<file path="src/rtl/isram_pkg.sv">
// Shared types and constants for the instruction-SRAM AXI4-Lite read slave.
package isram_pkg;

  typedef enum logic [1:0] {
    IDLE  = 2'd0,
    DELAY = 2'd1,
    MEM   = 2'd2,
    RESP  = 2'd3
  } state_t;

  localparam logic [1:0] RESP_OKAY   = 2'b00;
  localparam logic [1:0] RESP_SLVERR = 2'b10;

  localparam logic [7:0] LFSR_SEED = 8'hA5;
  // x^8 + x^6 + x^5 + x^4 + 1 : feedback from bits 7,5,4,3
  localparam logic [7:0] LFSR_TAPS = 8'hB8;

endpackage

</file>
<file path="src/rtl/isram_lfsr.sv">
// 8-bit Fibonacci LFSR supplying the random access delay (ISRAM_RAND_DELAY_EN builds only).
module isram_lfsr
  import isram_pkg::*;
(
  input  logic       clk,
  input  logic       rst_n,
  input  logic       i_en,
  output logic [2:0] o_rnd
);

  logic [7:0] r_lfsr;
  logic       w_fb;

  assign w_fb  = ^(r_lfsr & LFSR_TAPS);
  assign o_rnd = r_lfsr[2:0];

  always_ff @(posedge clk) begin
    if (!rst_n) begin
      r_lfsr <= LFSR_SEED;
    end else if (i_en) begin
      r_lfsr <= {r_lfsr[6:0], w_fb};
    end
  end

endmodule

</file>
<file path="src/rtl/isram_rd_slave.sv">
// AXI4-Lite instruction read slave over a synchronous single-port SRAM.
// Optional feature macro: ISRAM_RAND_DELAY_EN (LFSR-driven access delay 0..7).
module isram_rd_slave
  import isram_pkg::*;
#(
  parameter int unsigned         ADDR_W      = 64,
  parameter logic [ADDR_W-1:0]   BASE        = 64'h8000_0000,
  parameter logic [ADDR_W-1:0]   SIZE_BYTES  = 64'h0800_0000,
  parameter int unsigned         FIXED_DELAY = 1
) (
  input  logic              clk,
  input  logic              rst_n,
  input  logic [ADDR_W-1:0] s_araddr,
  input  logic              s_arvalid,
  output logic              s_arready,
  output logic [31:0]       s_rdata,
  output logic [1:0]        s_rresp,
  output logic              s_rvalid,
  input  logic              s_rready,
  output logic              mem_en,
  output logic [ADDR_W-1:0] mem_addr,
  input  logic [31:0]       mem_rdata
);

  state_t            r_state;
  state_t            w_next;
  logic [ADDR_W-1:0] r_offset;
  logic              r_err;
  logic [3:0]        r_cnt;
  logic [31:0]       r_rdata;
  logic [1:0]        r_rresp;
  logic              r_first;
  logic [3:0]        w_delay;
  logic              w_err;
  logic [ADDR_W:0]   w_addr_ext;
  logic [ADDR_W:0]   w_lo;
  logic [ADDR_W:0]   w_hi;

`ifdef ISRAM_RAND_DELAY_EN
  logic [2:0] w_rnd;

  isram_lfsr u_lfsr (
    .clk   (clk),
    .rst_n (rst_n),
    .i_en  (1'b1),
    .o_rnd (w_rnd)
  );

  assign w_delay = {1'b0, w_rnd};
`else
  assign w_delay = 4'(FIXED_DELAY);
`endif

  // Range compare one bit wider so BASE+SIZE_BYTES never wraps.
  assign w_addr_ext = {1'b0, s_araddr};
  assign w_lo       = {1'b0, BASE};
  assign w_hi       = {1'b0, BASE} + {1'b0, SIZE_BYTES};
  assign w_err      = (s_araddr[1:0] != 2'b00) || (w_addr_ext < w_lo) || (w_addr_ext >= w_hi);

  always_comb begin
    w_next    = r_state;
    s_arready = 1'b0;
    s_rvalid  = 1'b0;
    mem_en    = 1'b0;
    mem_addr  = r_offset;
    s_rresp   = r_rresp;
    // Synchronous SRAM data arrives in the first RESP cycle; pass it through, then hold.
    s_rdata   = r_first ? mem_rdata : r_rdata;
    case (r_state)
      IDLE: begin
        s_arready = rst_n;
        if (s_arvalid) w_next = (w_delay != 4'd0) ? DELAY : MEM;
      end
      DELAY: begin
        if (r_cnt <= 4'd1) w_next = MEM;
      end
      MEM: begin
        mem_en = !r_err;
        w_next = RESP;
      end
      RESP: begin
        s_rvalid = 1'b1;
        if (s_rready) w_next = IDLE;
      end
      default: w_next = IDLE;
    endcase
  end

  always_ff @(posedge clk) begin
    if (!rst_n) begin
      r_state  <= IDLE;
      r_offset <= '0;
      r_err    <= 1'b0;
      r_cnt    <= '0;
      r_rdata  <= '0;
      r_rresp  <= RESP_OKAY;
      r_first  <= 1'b0;
    end else begin
      r_state <= w_next;
      case (r_state)
        IDLE: begin
          if (s_arvalid) begin
            r_offset <= s_araddr - BASE;
            r_err    <= w_err;
            r_cnt    <= w_delay;
          end
        end
        DELAY: r_cnt <= r_cnt - 4'd1;
        MEM: begin
          r_rresp <= r_err ? RESP_SLVERR : RESP_OKAY;
          r_first <= !r_err;
          if (r_err) r_rdata <= '0;
        end
        RESP: begin
          if (r_first) begin
            r_rdata <= mem_rdata;
            r_first <= 1'b0;
          end
        end
        default: ;
      endcase
    end
  end

endmodule

</file>
<file path="config.mk">
export PLATFORM = sky130hd
export DESIGN_NAME = isram_rd_slave
export DESIGN_NICKNAME = d
export VERILOG_FILES = /design/src/rtl/isram_pkg.sv /design/src/rtl/isram_lfsr.sv /design/src/rtl/isram_rd_slave.sv
export SDC_FILE = /design/constraint.sdc
export NUM_CORES = 1
export LEC_CHECK = 0
export CORE_MARGIN = 2
export CORE_UTILIZATION = 48
export CTS_BUF_LIST = sky130_fd_sc_hd__clkbuf_8
export DETAILED_ROUTE_END_ITERATION = 8
export GPL_TIMING_DRIVEN = 1
export HOLD_SLACK_MARGIN = 0.02
export PLACE_DENSITY = 0.95
export SYNTH_ARGS = -nofsm -noshare
export SYNTH_HDL_FRONTEND = slang
export SYNTH_SLANG_ARGS = --single-unit
export TNS_END_PERCENT = 30
</file>
<file path="constraint.sdc">
create_clock -name clk -period 6 [get_ports clk]
set_input_delay 1.2 -clock clk [delete_from_list [all_inputs] [get_ports clk]]
set_output_delay 1.2 -clock clk [all_outputs]
set_load 0.05 [all_outputs]
</file>
==> results.txt, run 1 <==
The run finished with clean final reports. Setup total negative slack on the finished layout was measured at 0 ps. The internal power contribution is 1.534 mW.

The floorplan die area came out at 10740 um^2. The post-synthesis cell type count is 46. The tree built by TritonCTS fans out to 105 sinks. The via count of the first global-routing pass is 4548. The chip width is 103.6 um. The floorplan step defined a core boundary enclosing 9684 um^2.

The endpoint required time on the critical path came out at 4800 ps. Across the VDD grid, the largest voltage drop is 217.8 uV. The startpoint class of the critical path is an input pin.

The power dissipated by switching net loads is 1.277 mW. The per-cell routed wire length came out at 16.08 um. Detailed placement finished with a half-perimeter wire length of 10050 um. The clock latency on the worst-skew pair is 360 ps. The number of antenna violations at the first check in global routing is 0.

The H-tree was split into 3 levels. During synthesis, Yosys emitted a total of 0 warnings. The first global-routing pass estimated 22060 um of wire. Net switching is 45.42% of the power.

The worst relative slew slack came out at 14.10%. For this run, the leading register cell type out of synthesis is sky130_fd_sc_hd__dfxtp_1. The clock share of power came out at 15.5%. Synthesis produced a netlist whose cell count is 538.

The number of placed cells counting well taps is 834. The I/O pin count came out at 201. The maximum number of pins on one net before global-route repair is 65. The final layout contains routed wiring with a total length of 13670 um. In this run the worst setup path begins at rst_n. The CTS buffer count is 9. The clock skew after layout is 9.213 ps. The area share of the largest cell type after synthesis is 44.11%. The post-synthesis instance area came out at 4766 um^2.

Setup repair after global routing left no endpoint under its margin. The number of nets with antenna violations after detailed routing is 0. Synthesis produced a netlist with a net count of 645. The critical path arrival came out at 2950 ps. The diode insertion count for antenna repair is 0. The count of endpoints failing hold in the final timing report came out at 0.

Of all nets on the critical path, the largest fanout is 33. In this run the tool buffered the top-level ports with 199 buffer cells. For this design the ratio of total power to cell area is 401.6 nW/um^2. The leakage power summed over all cells came out at 2.475 nW. Setup violations remaining at the end of the flow were counted as 0.

The final layout contains 819 nets. Routability-driven placement finished with a final weighted congestion of 0.9303. Yosys attributes the largest share of cell area to sky130_fd_sc_hd__dfxtp_1 44%, sky130_fd_sc_hd__mux2_2 8.0%, sky130_fd_sc_hd__nand2_1 5.8%. The sequential element share of the synthesized area is 44.11%. The final-layout fill cell count came out at 741. The minimum setup slack in the final design is 1852 ps. The first detailed-routing pass took 4 iterations. The total via count after detailed routing is 4760. The starting density of the core came out at 49.21%.

The commonest cells after synthesis are 105 x sky130_fd_sc_hd__dfxtp_1, 74 x sky130_fd_sc_hd__nand2_1, 43 x sky130_fd_sc_hd__a21oi_1, 35 x sky130_fd_sc_hd__clkbuf_1, 34 x sky130_fd_sc_hd__mux2_2. STA classifies the critical path endpoint as an output pin. The clock-pin transition on the worst setup and hold timing paths came out at 100 ps. The die outline height came out at 103.6 um. After detailed routing, the number of remaining DRC violations is 0. Across the run, the number of max-cap violations was 0. The total routing resource utilization after global routing came out at 24.60%. Compared with the post-synthesis result, the final layout area differs by 46.89%.

The fraction of final layout cells with drive strength greater than 1 is 8.508%. The library cell occupying the most area in the post-synthesis netlist is sky130_fd_sc_hd__dfxtp_1. In this design, the stage delay of the slowest critical-path cell is 810 ps. The CTS root buffer is sky130_fd_sc_hd__clkbuf_8.

The average instance in the mapped netlist occupies 8.858 um^2. The worst hold path class is flop to flop. The number of hold buffers added after CTS was 0. Counting flops and latches in the post-synthesis netlist gives 105. The most instantiated library cell after synthesis is sky130_fd_sc_hd__dfxtp_1. The post-layout minimum cycle time is 4148 ps. The number of standard cells in the final layout excluding fillers came out at 850. The TritonCTS clock tree is yes.

The post-CTS repair timing setup buffer count came out at 0. After clock tree synthesis, the repair step resized 0 gates. The number of violations reported at the end of detailed-routing iteration 0 is 272. For the pin with the worst max-slew slack, the measured transition is 1288 ps.

In this run the critical register-to-register path is launched from r_state[1]$_SDFFE_PN0P_. Traced cell by cell, the critical path runs through clkdlybuf4s50_1 > buf_4 > and2_1 > clkdlybuf4s50_1. The fmax came out at 241.1 MHz.

The worst-case clock buffer depth came out at 2. After synthesis, the share of flip-flops with an asynchronous set or reset is 0%. The number of max-slew violations in the final report was 0. The setup path with the least slack is of type input pin to output pin. The post-route clock period utilization came out at 69.13%. In this design, the largest share of critical-path delay is due to buffers and inverters. Row generation in the floorplan step produced 36 rows. In the routed layout, each cell is associated on average with a via count of 5.600. The cell with the largest stage delay on the worst path is sky130_fd_sc_hd__clkdlybuf4s50_1. The number of synthesized flops with an enable pin came out at 0. The sum of buffers and inverters on the critical path is 3. The worst slack after detailed placement is 1852 ps. The sequential power share came out at 32.1%. The worst hold path begins at mem_addr[4]$_SDFFE_PN0P_.

In this design, the critical path's most frequently occurring cell is sky130_fd_sc_hd__clkdlybuf4s50_1. The proportion of power drawn by combinational gates came out at 52.3%. The total overflow reported by the global router is 0.
-- stage by stage --
step                      instance area, um^2  power (mW)  hold WS (ps)  utilization (%)
after floorplan                          4766       1.900         438.5                -
after global placement                   6803       2.342         441.4            70.25
after detailed placement                 6803       2.384         448.1            70.25
after CTS                                7000       2.823         463.0            72.29
after global routing                     7000       2.947         479.6            72.29
final                                    7000       2.811         458.4            72.29
-- power groups by stage --
stage	clock (mW)	combinational (mW)	sequential, mW
2_1_floorplan	0	0.635	1.27
3_3_place_gp	0	1.43	0.910
3_5_place_dp	0	1.47	0.916
4_1_cts	0.446	1.48	0.901
5_1_grt	0.473	1.56	0.915
6_report	0.437	1.47	0.903
-- worst paths after layout --
path                                             endpoint  slack (ps)  cells after the start
worst max-delay path                            s_arready        1850                      4
worst min register to register   mem_addr[4]$_SDFFE_PN0P_         460                      2
worst max register to register  mem_addr[38]$_SDFFE_PN0P_        3520                      6
worst min-delay path             mem_addr[4]$_SDFFE_PN0P_         460                      2
-- cell type report --
class / count / area (um^2) / area share, %
Multi-Input combinational cell: 383 / 2471 / 35.30
Sequential cell: 105 / 2102 / 30.03
Timing Repair Buffer: 204 / 2029 / 28.99
Tap cell: 133 / 166.4 / 2.377
Clock buffer: 10 / 137.6 / 1.966
Clock inverter: 6 / 60.06 / 0.8579
Inverter: 9 / 33.78 / 0.4826
-- worst register-to-register path, delay by kind of cell, from the launching register on --
family / cells / cell delay, ps
compound gates: 1 / 220
fa+ha+maj: 1 / 310
buf+inv: 2 / 610
flops: 1 / 340
simple gates: 2 / 930
-- logic make-up (layout without fill, tap and decap cells) --
group           after synthesis  count (layout)  synth area share [%]
fa+ha+maj                     7               7                 1.838
other cells                   1               1               0.07869
xor+xnor                      7               7                 1.286
flops                       105             105                 44.11
mux                          34              34                 8.034
simple gates                171             171                 18.11
compound gates              163             163                 22.34
buf+inv                      50             229                 4.201
-- layout by cell type, fill, tap and decap left out, types with 3 or more instances in the layout --
cell type and instances:
sky130_fd_sc_hd__buf_4 5, sky130_fd_sc_hd__ha_1 7, sky130_fd_sc_hd__a21oi_1 42, sky130_fd_sc_hd__nor3_1 9, sky130_fd_sc_hd__mux2_2 34, sky130_fd_sc_hd__xor2_1 3, sky130_fd_sc_hd__a22o_1 30, sky130_fd_sc_hd__nand3_1 5
sky130_fd_sc_hd__o31ai_1 19, sky130_fd_sc_hd__dfxtp_1 105, sky130_fd_sc_hd__nand2b_1 5, sky130_fd_sc_hd__a31oi_1 21, sky130_fd_sc_hd__nor2_1 22, sky130_fd_sc_hd__clkinvlp_4 3, sky130_fd_sc_hd__nor4_1 6, sky130_fd_sc_hd__clkbuf_8 10
sky130_fd_sc_hd__a211oi_1 6, sky130_fd_sc_hd__or3_1 9, sky130_fd_sc_hd__clkdlybuf4s50_1 199, sky130_fd_sc_hd__or4_1 21, sky130_fd_sc_hd__nand2_1 74, sky130_fd_sc_hd__inv_1 11, sky130_fd_sc_hd__a311oi_1 4, sky130_fd_sc_hd__xnor2_1 4
sky130_fd_sc_hd__o21ai_0 32
-- sequential cells by signal, summed over array words and instances (netlist names) --
| signal | count |
|---|---|
| r_first | 1 |
| s_rresp | 1 |
| r_cnt | 4 |
| mem_addr | 64 |
| r_err | 1 |
| r_state | 2 |
| r_rdata | 32 |
-- metal layers --
layer	part of all wire (%)	up-vias	track usage, %
met5	0	-	0
met4	1.2	0	6.950
met3	6.6	16	6.671
met2	49	188	43.05
met1	43	2223	29.72
li1	-	2333	-
Note: power is estimated with default switching activity, not from simulation.
==> run 2, diff against run 1 <==
CORE_UTILIZATION = 40   (was 48)
PLACE_DENSITY = 0.91   (was 0.95)
clock period = 3.6 ns   (was 6 ns; I/O delays follow)
==> run 2 against run 1 <==
Effect of this change:
- highest routed layer unchanged
- sequential share of layout area down 0.22 points
- routed wire length up 5.6%
- flip-flop and latch count unchanged
- the flow now finishes with violations (DRC)
- die area up 19%
- setup slack worse by 1200 ps
- clock-buffer cell count unchanged
- combinational power up 70%
- cell area up 0.75%
- via count up 2.6%
- total power up 65%
- critical endpoint is now mem_en
==> results.txt, run 2 (synthesis gave the netlist of run 1 again) <==
The worst ir drop on vdd came to 346.8 uV (+59%). The post-CTS repair timing setup buffer count came out at 0 (unchanged). The flip-flop count of the largest register, all copies and words added is 64 (unchanged).

The global-route wire length before repair came out at 22690 um (+2.9%). The sum of net half-perimeters after detailed placement is 10890 um (+8.4%). The nature of the critical path endpoint is an output pin. The wire length on met2 came out at 7129 um (+7.0%).

The via density per instance is 5.640 (+0.71%). The critical path arrival came out at 2270 ps (-680 ps). Setup repair after global routing left no endpoint under its margin. The number of nets with antenna violations after detailed routing is 0 (unchanged). The setup path with the least slack is of type flop to output pin. The starting density of the core came out at 41.38% (-7.8 points). The worst slack after detailed placement is 269.7 ps (-1582 ps). The total routing resource utilization after global routing is 21.81% (-2.8 points). The post-layout minimum cycle time is 2993 ps. The slowest stage of the critical path is the sky130_fd_sc_hd__clkdlybuf4s50_1 cell. The min-delay analysis places its worst path in the category flop to flop. The clock sink total was 105 (unchanged). The count of final setup violators came to 0 (unchanged). The maximum number of pins on one net before global-route repair came out at 55 (-15%). Relative to the synthesized area, the layout overhead comes to 47.99%. The TritonCTS clock tree is yes. The final sum of negative setup slack came out at 0 ps (unchanged). The CTS buffer count was 9 (unchanged). The total overflow reported by the global router is 0 (unchanged). The number of max-slew violations in the final report is 0 (unchanged). The routability congestion estimate from global placement is 0.8673 (-6.8%). The diode insertion count for antenna repair is 0 (unchanged).

The clock-pin transition on the worst setup and hold timing paths came out at 90 ps (about the same). The number of optimization iterations in the first detailed-route pass came out at 7 (+3). The number of antenna violations at the first check in global routing was 0 (unchanged).

The final routed DRC violation total came out at 17 (+17). The power per cell area is 658.6 nW/um^2 (+64%). The detailed-routed wire length on met3 is 1186 um (+31%). The per-cell routed wire length came out at 16.66 um (+3.6%). The final reports fail on DRC. The count of port buffers added during placement is 199 (unchanged).

The minimum setup slack in the final design is 606.5 ps (-1246 ps). The worst-path maximum fanout came out at 5 (-85%). The total via count after detailed routing came out at 4884 (+2.6%).

Traced cell by cell, the critical path runs through inv_1 > ha_1 > nor2b_1 > clkdlybuf4s50_1. The number of placed cells counting well taps is 851 (+2.0%). The detailed router used layers up to and including met4. The worst-margin pin slew came out at 707.0 ps (-581.5 ps). The fraction of final layout cells with drive strength greater than 1 came out at 9.405% (+0.90 points). The number of core rows came out at 39 (+8.3%).

The total placed instance area is 6890 um^2 (+1.3%). The post-route cell area came out at 7053 um^2 (+0.75%). The tree is rooted in a sky130_fd_sc_hd__clkbuf_8. The fmax came out at 334.1 MHz. The total length of routed wires came to 14430 um (+5.6%). The worst-case clock buffer depth is 2 (unchanged).

The hold-fix buffer count after cts is 0 (unchanged). The clock latency on the worst-skew pair came out at 360 ps (about the same). The library cell used most frequently in the layout, excluding fill and tap cells, is sky130_fd_sc_hd__clkdlybuf4s50_1. The endpoint required time on the critical path is 2880 ps (-1920 ps). Leaving out fill and tap cells, the most frequent cells in the layout are 198 x sky130_fd_sc_hd__clkdlybuf4s50_1, 105 x sky130_fd_sc_hd__dfxtp_1, 74 x sky130_fd_sc_hd__nand2_1. The count of endpoints failing hold in the final timing report came out at 0 (unchanged). The post-route clock period utilization is 83.15%. The die outline height is 113.2 um (+9.2%). The startpoint class of the critical path is a flop. The worst relative slew slack is 52.43% (+38 points).

The met1 layer wirelength in the final routing is 5821 um (-1.7%). The chip width is 113.2 um (+9.2%). The leakage power summed over all cells is 2.511 nW (+1.4%). The area of the core region came out at 11520 um^2 (+19%). The run finished, with violations left. The I/O pin count is 201 (unchanged). The floorplan die area is 12800 um^2 (+19%). The max capacitance violation total came out at 0 (unchanged).

The net count reported at finish is 826 (+0.85%). The delay of the slowest cell on the worst path came out at 890 ps (+80 ps). The number of standard cells in the final layout excluding fillers is 866 (+1.9%).

The clock skew after layout was 4.989 ps (-4.224 ps). The number of violations reported at the end of detailed-routing iteration 0 is 331 (+22%). The via count of the first global-routing pass was 4694 (+3.2%). The number of gates given a new drive strength after cts came out at 0 (unchanged). The total number of H-tree levels was 3 (unchanged).
## run 2: cell count changes in the layout (fill, tap and decap cells not counted), sizes merged
cell,change
clkdlybuf4s50,-1
clkinvlp,-2
buf,+8
clkinv,+2
bufinv,-1
## run 2: worst paths after layout
kind / cells after the start / to / slack (ps) / start
min reg2reg: 2 / mem_addr[11]$_SDFFE_PN0P_ / 460 / mem_addr[11]$_SDFFE_PN0P_
max reg2reg: 6 / mem_addr[37]$_SDFFE_PN0P_ / 1650 / r_state[1]$_SDFFE_PN0P_
min: 2 / mem_addr[11]$_SDFFE_PN0P_ / 460 / mem_addr[11]$_SDFFE_PN0P_
max: 4 / mem_en / 610 / r_state[0]$_SDFFE_PN0P_
## run 2: final cells by class
cell class	instances	area (um^2)
multi-input cells	383	2471
clock buffers	10	137.6
repair buffers	211	2105
well taps	143	178.9
clock inverters	5	25.02
inverters	9	33.78
flip-flops and latches	105	2102
fillers	976	4463
## run 2: per-stage QoR
step / hold WS (ps) / power [mW] / utilization, %
floorplan: 438.5 / 3.166 / -
global placement: 441.8 / 3.961 / 59.83
detailed placement: 446.0 / 4.033 / 59.83
CTS: 458.5 / 4.677 / 61.25
global route: 477.3 / 4.880 / 61.25
finish: 455.6 / 4.645 / 61.25
## run 2: routing by layer
layer	track usage, %	vias up
met5	0	-
met4	8.374	0
met3	5.999	29
met2	38.88	212
met1	24.76	2301
li1	-	2342
## run 2: worst max-delay path, delay by kind of cell, from the launching register on
family	cells	cell delay, ps
adder cells (fa/ha/maj)	1	240
buffers and inverters	2	990
flip-flops	1	360
AND/OR/NAND/NOR	1	330
## run 2: where the power goes
group	internal, mW	total (mW)	switching, mW
Clock	0.260	0.638	0.378
Sequential	1.38	1.51	0.129
Combinational	0.874	2.50	1.63
==> run 3, diff against run 2 <==
CORE_UTILIZATION = 44   (was 40)
PLACE_DENSITY = 0.94   (was 0.91)
clock period = 2.8 ns   (was 3.6 ns; I/O delays follow)
==> run 3 against run 2 <==
Effect of this change:
- the flow now finishes without violations
- worst hold slack improved by 3.5 ps
- flip-flop and latch count unchanged
- cell area is 3.5% higher
- clock power grew 36%
- routed wire length decreased by 0.37%
- first-iteration DRC count decreased by 34%
- cell count grew 2.1%
- clock skew is 3.1 ps higher
- critical path type is now input pin to flop
- critical endpoint is now mem_addr[59]$_SDFFE_PN0P_
- largest cell class unchanged
- highest routed layer unchanged
==> results.txt, run 3 (synthesis gave the netlist of run 1 again) <==
The post-synthesis to final-layout area growth came out at 53.11%. The worst-margin pin slew came out at 555.5 ps (-151.5 ps). The post-route clock period utilization is 95.59%. The worst relative slew slack came to 62.85% (+10 points).

The die outline height came out at 108.1 um (-4.5%). The power per cell area came out at 833.6 nW/um^2 (+27%). The number of antenna violations at the first check in global routing came to 0 (unchanged). The I/O pin count is 201 (unchanged). The clock latency on the worst-skew pair came to 390 ps (+30 ps). The max capacitance violation total is 0 (unchanged). The clock sink total came out at 105 (unchanged). The clock-pin transition on the worst setup and hold timing paths came out at 100 ps (about the same). Leaving out fill and tap cells, the most frequent cell in the layout is sky130_fd_sc_hd__clkdlybuf4s50_1.

The total routing resource utilization after global routing was 23.89% (+2.1 points). In this run the most critical hold path is launched from mem_addr[24]$_SDFFE_PN0P_. The net count reported at finish came to 850 (+2.9%). The count of port buffers added during placement came to 199 (unchanged). The diode insertion count for antenna repair is 0 (unchanged). The worst reg-to-reg setup slack came out at 1040 ps (-610 ps). The chip width came out at 108.1 um (-4.5%).

The sum of buffers and inverters on the critical path is 2 (unchanged). The CTS buffer count came out at 9 (unchanged). The core occupancy in the finished layout came out at 70.05% (+8.8 points). The number of core rows is 37 (-5.1%). The floorplan die area came out at 11680 um^2 (-8.8%).

The cell with the largest stage delay on the worst path is sky130_fd_sc_hd__or4_1. The total via count after detailed routing came out at 4862 (-0.45%). TritonCTS built the clock tree.

For hold timing, the worst endpoint is mem_addr[24]$_SDFFE_PN0P_. The hold-fix buffer count after cts came out at 0 (unchanged). The library cells used most frequently in the layout, excluding fill and tap cells, are 165 x sky130_fd_sc_hd__clkdlybuf4s50_1, 105 x sky130_fd_sc_hd__dfxtp_1, 74 x sky130_fd_sc_hd__nand2_1. The worst-path maximum fanout came out at 23 (+18). The delay of the slowest cell on the worst path came to 600 ps (-290 ps).

The leakage power summed over all cells came out at 2.719 nW (+8.3%). The flow ran to the end, and the final reports show no timing, DRC or antenna violations. The number of placed cells counting well taps came to 868 (+2.0%). The critical path arrival came out at 2990 ps (+720 ps). The area of the core region is 10420 um^2 (-9.6%). The worst hold margin came out at 459.1 ps (+3.535 ps). Setup repair after global routing left no endpoint under its margin. The cell that appears most often on the critical path is sky130_fd_sc_hd__or4_1. The endpoint required time on the critical path came out at 3120 ps (+240 ps). The total number of H-tree levels is 3 (unchanged). The total length of routed wires is 14380 um (-0.37%). The total overflow reported by the global router was 0 (unchanged). The count of final setup violators is 0 (unchanged). The post-route cell area came out at 7297 um^2 (+3.5%). The sum of net half-perimeters after detailed placement is 10900 um (about the same). In this run the clock root is driven by a sky130_fd_sc_hd__clkbuf_8. The kind of cell with the highest combined delay along the critical path is simple AND/OR/NAND/NOR gates. The worst-case clock buffer depth is 2 (unchanged).

The routability congestion estimate from global placement is 0.8743 (+0.81%). The starting density of the core is 45.75% (+4.4 points). The number of nets with antenna violations after detailed routing came out at 0 (unchanged). The post-layout minimum cycle time came out at 2677 ps. The flip-flop count of the largest register, all copies and words added came out at 64 (unchanged).

The worst-case reg-to-reg path depth is 7 (+1). The worst setup path is launched from an input pin. The count of endpoints failing hold in the final timing report is 0 (unchanged). The via density per instance came to 5.500 (-2.5%). The number of violations reported at the end of detailed-routing iteration 0 was 220 (-34%). The maximum number of pins on one net before global-route repair came out at 64 (+16%). The final sum of negative setup slack came out at 0 ps (unchanged). The via count of the first global-routing pass came out at 4670 (-0.51%).

The worst ir drop on vdd came out at 598.5 uV (+73%). The minimum setup slack in the final design is 123.5 ps (-483.1 ps). The nature of the critical path endpoint is a flop. The fmax is 373.6 MHz.

The final routed DRC violation total came to 0 (-17). The critical path goes through clkdlybuf4s50_1 > or4_1 > or4b_1 > buf_4 > or4_1 > a31oi_1. The worst slack after detailed placement was -273.8 ps (-543.5 ps). The fraction of final layout cells with drive strength greater than 1 came to 16.98% (+7.6 points). The critical path is of the input pin to flop type. The number of max-slew violations in the final report came out at 0 (unchanged).

The clock skew after layout is 8.113 ps (+3.124 ps). The global-route wire length before repair was 22120 um (-2.5%). The number of logic stages on the critical path including buffering came to 6 (+2).

The worst hold path belongs to the class flop to flop. The endpoint of the most critical register-to-register path is mem_addr[51]$_SDFFE_PN0P_. The launch instance of the worst register-to-register path is r_state[0]$_SDFFE_PN0P_.

The total placed instance area came out at 7119 um^2 (+3.3%). The number of optimization iterations in the first detailed-route pass came to 4 (-3). The number of standard cells in the final layout excluding fillers is 884 (+2.1%). The total power consumption of the routed design was 6.083 mW (+31%). The per-cell routed wire length is 16.26 um (-2.4%). The cell depth of the worst min-delay path is 2 (unchanged).
## run 3: cell count changes in the layout (fill, tap and decap cells not counted), sizes merged
cell	change
buf	+56
clkbuf	-1
clkdlybuf4s50	-33
clkinvlp	+3
dlygate4sd2	+1
inv	-1
## run 3: worst max-delay path by stage
stage,startpoint,endpoint
floorplan,s_araddr[49],mem_addr[60]$_SDFFE_PN0P_
global placement,s_araddr[49],mem_addr[54]$_SDFFE_PN0P_
detailed placement,s_araddr[49],mem_addr[59]$_SDFFE_PN0P_
CTS,r_state[0]$_SDFFE_PN0P_,s_rvalid
global route,s_araddr[49],mem_addr[61]$_SDFFE_PN0P_
finish,s_araddr[49],mem_addr[59]$_SDFFE_PN0P_
## run 3: worst reg2reg max path, delay by kind of cell, from the launching register on
family                     cells  cell delay (ps)
AOI/OAI and AO/OA              2              320
and+or+nand+nor                2              370
DFF                            1              400
adders and majority gates      1              270
buffers and inverters          2              280
## run 3: metal layers
metal  GRT usage (%)  routed length [um]  vias to the layer above
met5               0                   0                        -
met4           8.974                 345                        0
met3           8.740                1354                       32
met2           42.23                7056                      219
met1           26.10                5622                     2220
li1                -                   -                     2391
## run 3: cell type report
type	instances	area (um^2)
clock buffers	9	123.9
clock inverters	7	55.05
fillers	785	3119
inverters	9	33.78
multi-input cells	383	2471
flip-flops and latches	105	2102
well taps	136	170.2
repair buffers	235	2341
## run 3: repair_timing
action	4_1_cts	5_1_grt
setup endpoints to repair	1	0
resized for setup	1	0
setup buffers	0	0
## run 3: power breakdown
part | switching [mW] | internal [mW]
Combinational | 2.10 | 1.18
Clock | 0.541 | 0.328
Sequential | 0.166 | 1.77
Total | 2.81 | 3.28
